$ cat src/rtl/key_onehot_capture.sv
// Turns eight asynchronous key lines into one-hot press tokens behind a valid/ready slot.
// The lines are synchronised and debounced together; only 0->1 transitions produce a token.
module key_onehot_capture #(
    parameter int DEBOUNCE_CYCLES = 4
) (
    input  logic       clk,
    input  logic       rst,
    input  logic [7:0] keys_in,
    input  logic       ready_in,
    output logic [7:0] onehot_out,
    output logic       valid_out,
    output logic       multi_out,
    output logic       drop_out
);
    localparam logic [0:0] EMPTY = 1'b0;
    localparam logic [0:0] FULL  = 1'b1;
    localparam logic [7:0] CNT_MAX = 8'(DEBOUNCE_CYCLES - 1);

    logic [7:0] sync1, sync2, cand, deb, cnt;
    logic [0:0] state;
    logic       upd;
    logic [7:0] press, sel;
    logic       multi;

    // Debounced vector moves only once every line has been stable for DEBOUNCE_CYCLES samples
    assign upd   = (sync2 == cand) && (cnt == CNT_MAX) && (cand != deb);
    assign press = upd ? (cand & ~deb) : 8'h00;
    assign sel   = press & (~press + 8'h01);
    assign multi = (press & (press - 8'h01)) != 8'h00;

    assign valid_out = (state == FULL);

    always_ff @(posedge clk) begin
        if (rst) begin
            sync1 <= 8'h00;
            sync2 <= 8'h00;
            cand  <= 8'h00;
            deb   <= 8'h00;
            cnt   <= 8'h00;
        end else begin
            sync1 <= keys_in;
            sync2 <= sync1;
            if (sync2 != cand) begin
                cand <= sync2;
                cnt  <= 8'h00;
            end else if (cnt == CNT_MAX) begin
                if (cand != deb)
                    deb <= cand;
            end else begin
                cnt <= cnt + 8'h01;
            end
        end
    end

    always_ff @(posedge clk) begin
        if (rst) begin
            state      <= EMPTY;
            onehot_out <= 8'h00;
            multi_out  <= 1'b0;
            drop_out   <= 1'b0;
        end else begin
            multi_out <= multi;
            drop_out  <= 1'b0;
            case (state)
                EMPTY: begin
                    if (press != 8'h00) begin
                        onehot_out <= sel;
                        state      <= FULL;
                    end
                end
                default: begin
                    if (ready_in) begin
                        // A press arriving on the transfer edge refills the slot with no valid gap
                        if (press != 8'h00) begin
                            onehot_out <= sel;
                        end else begin
                            onehot_out <= 8'h00;
                            state      <= EMPTY;
                        end
                    end else if (press != 8'h00) begin
                        drop_out <= 1'b1;
                    end
                end
            endcase
        end
    end
endmodule

$ cat config.mk
export PLATFORM = sky130hd
export DESIGN_NAME = key_onehot_capture
export DESIGN_NICKNAME = d
export VERILOG_FILES = /design/src/rtl/key_onehot_capture.sv
export SDC_FILE = /design/constraint.sdc
export NUM_CORES = 1
export LEC_CHECK = 0
export ABC_AREA = 1
export BUFFER_PORTS_ARGS = -buffer_cell sky130_fd_sc_hd__buf_2
export CAP_MARGIN = 20
export CORE_MARGIN = 2
export CORE_UTILIZATION = 53
export CTS_CLUSTER_SIZE = 8
export DETAILED_ROUTE_END_ITERATION = 8
export MAX_ROUTING_LAYER = met4
export PLACE_DENSITY = 0.82
export SLEW_MARGIN = 10
export SYNTH_ARGS = -nofsm -noshare
export SYNTH_HDL_FRONTEND = slang
export SYNTH_SLANG_ARGS = --single-unit
$ cat constraint.sdc
create_clock -name clk -period 1.7 [get_ports clk]
set_clock_uncertainty 0.1 [all_clocks]
set_input_delay 0.34 -clock clk [delete_from_list [all_inputs] [get_ports clk]]
set_output_delay 0.34 -clock clk [all_outputs]
set_load 0.005 [all_outputs]
==> reports/qor.txt <==
Die W - 72.2 um
DR pass1 iterations - 7
RSZ-0062 raised after global routing - yes
Final Cell Area - 0.00325 mm^2
Diode count - 0
Placed Cells - 421
Die area - 0.00522 mm^2
Cell taking the most area after synthesis - dfxtp_1
Dpl cell area - 0.00283 mm^2
Final Max Tran Viols - 0
Ys Warns - 0
CTS Hold Bufs - 0
Max_slew headroom - 0.604
Post-DP HPWL - 3380 um
H-tree levels - 2
CTS Buf Count - 5
Synth unique cells - 35
Clk sink count - 51
Most frequent cells in the layout - nand2_1 (65), inv_1 (42), nor2_1 (41)
Grt ovf - 0
Non-Filler Instances - 436
R2R cell count - 13
CP Max Fanout - 5
Crit. End Element - register
HP Class - primary input to register
Synthesized net count - 348
Port buffer count - 21
Final worst-path cycle share - 1.19
Final-stage net count - 403
Netlist Area Pre-Place - 0.00247 mm^2
Hold Startpoint - keys_in[2]
Core ar. - 0.00441 mm^2
Power per cell area - 660 mW/mm^2
CTS tree - built
CP max stage delay - 0.35 ns
Worst Path Required - 1.80 ns
Clk slew on worst S/H paths - 0.10 ns
Root buffer cell - clkbuf_8
Worst Tran Pin Value - 0.594 ns
Layout fillers - 309
Area delta synth->final - 31.8%
Met1 Usage GRT - 0.212
Peak VDD IR - 656 uV
Worst skew pair latency - 0.31 ns
Met2 Usage GRT - 0.369
Ranking of synthesized cells by area - dfxtp_1 (41%), nand2_1 (11%), inv_1 (7.8%)
Worst reg-to-reg setup slack - -0.32 ns
# setup viols final - 22
Final worst slack - -0.323 ns
Worst EP arrival - 2.12 ns
Global-route wire length before repair - 8120 um
Yosys top cell area share - 0.414
Critical path's slowest cell - dfxtp_2
Sequential element share of the synthesized area - 0.414
RR Startpoint - deb[1]
Commonest non-fill, non-tap cell in the layout - nand2_1
Via density - 5.13
Routed via count - 2237
Failing checks - setup timing
Final worst path period need - 2.02 ns
GRT Resource Usage Total - 0.200
Register bit total from synthesis - 51
Largest net degree at the start of global routing - 24
Clock Tree Buf Depth - 2
DRC viols - 0
Setup crit end - valid_out
Routed Antenna Nets - 0
Avg Inst Size Synth - 7.52 um^2
CP Launch Point - deb[1]
Vias in the first global route - 2058
Maxcap violations - 0
Starting Density - 0.559
Reg2reg end - valid_out
GR Util met3 - 0.0431
P_leak - 1.49 nW
Cell count along the critical path - 13
Top Usage Layer GRT - met2
Cell Chain, Critical Path - inv_2, ha_4, nand2_2, nor2_2, nand2_2, nand2_4, inv_6, o211ai_1, nand3_2, nor3_4, nand2_1, nand2_1, inv_1
WP buf/inv - 3
Critical path type - register to register
Antenna violations before repair - 0
Outcome - finished with violations
# rows - 24
Final wirelength - 5870 um
Initial DRC Count - 109
Crit-path leading delay family - simple AND/OR/NAND/NOR gates
Max frequency - 0.494 GHz
Drt wl/cell - 13.5 um
IO Pins - 22
Synthesized netlist cell count - 328
Die height - 72.2 um
Share of layout cells above drive strength 1 - 0.401
Placer Congestion - 0.859
Type of origin of the critical path - register
Final hold vios - 0
## synth_stat cells
library cell	number
nor3_1	4
nand3_2	3
clkbuf_8	1
nand4_1	4
clkinv_1	3
nand2_1	74
nor3b_1	1
inv_1	51
or2_2	2
buf_12	1
nand3b_1	1
a21oi_2	8
nor2_2	5
o211ai_4	1
nor2_1	46
dfxtp_1	51
ha_1	9
nor2_8	1
inv_2	4
o211ai_1	1
nand3_1	15
clkbuf_1	4
o41ai_4	1
nand4_4	1
nand2_2	3
nor2_4	2
o21ai_2	1
buf_2	1
o211ai_2	1
buf_6	1
nand2_4	1
xnor2_1	3
xor2_1	2
a21oi_1	12
o21ai_0	9
## registers in the layout, summed over array words and instances (netlist names), 8 cells and up
register,cells
cand,8
cnt,8
deb,8
onehot_out,8
sync1,8
sync2,8
## layer usage
layer,share of wire,wire length (um),up-vias
li1,-,-,1119
met1,0.40,2350,1019
met2,0.52,3050,79
met3,0.050,292,20
met4,0.030,175,0
met5,0,0,-
## metrics by stage
| stage | utilization | total power, mW | setup WS [ns] | setup TNS (ns) | hold WS (ns) |
|---|---|---|---|---|---|
| finish | 0.736 | 2.14 | -0.323 | -3.31 | 0.124 |
| global route | 0.736 | 2.22 | -0.433 | -6.09 | 0.140 |
| CTS | 0.673 | 2.10 | -0.226 | -2.11 | 0.134 |
| detailed placement | 0.641 | 1.44 | -0.171 | -2.15 | 0.294 |
| global placement | 0.641 | 1.43 | -0.137 | -1.27 | 0.289 |
| floorplan | - | 1.38 | -0.103 | -0.788 | 0.288 |
## where the power goes
group	switching, mW	internal [mW]	leakage (nW)	total [mW]
clock network	0.398	0.290	0.0422	0.689
logic	0.126	0.0972	1.03	0.224
registers	0.0185	1.21	0.424	1.23
## worst reg2reg max path, cell delays in order, from the launching register on
cell and delay [ns]:
dfxtp_2 0.35, inv_2 0.05, ha_4 0.26, nand2_2 0.05
nor2_2 0.10, nand2_2 0.07, nand2_4 0.12, inv_6 0.06
o211ai_1 0.14, nand3_2 0.17, nor3_4 0.19, nand2_1 0.11
nand2_1 0.10, inv_1 0.06
## cell families after synthesis
group | Yosys count | synth area share
AO/OA/AOI/OAI | 34 | 0.102
flip-flops | 51 | 0.414
AND/OR/NAND/NOR | 163 | 0.305
adder cells (fa/ha/maj) | 9 | 0.0457
XOR/XNOR | 5 | 0.0178
buffers and inverters | 66 | 0.115
## repair_timing
action | in CTS | in global routing
gates cloned | 1 | 1
gates resized for setup | 18 | 55
setup endpoints to repair | 22 | 23
setup buffers | 1 | 5
endpoints found under the hold margin | 0 | 0
pin swaps | 3 | 31
## worst min-delay path by stage
stage / cells past startpoint / slack [ns] / endpoint
6_report: 3 / 0.12 / sync1[2]
3_3_place_gp: 2 / 0.29 / sync2[5]
2_1_floorplan: 2 / 0.29 / sync2[0]
5_1_grt: 3 / 0.14 / sync1[0]
3_5_place_dp: 2 / 0.29 / sync2[5]
4_1_cts: 3 / 0.13 / sync1[2]
## area by class of cell
class,instances,area [um^2],share of cell area
multi-input combinational,211,1420,0.436
sequential,51,1050,0.324
timing repair buffer,56,410,0.126
inverter,58,223,0.0685
clock buffer,7,76.3,0.0235
tap,52,65.1,0.0200
clock inverter,1,5.00,0.00154
(Power assumes the default switching activity.)
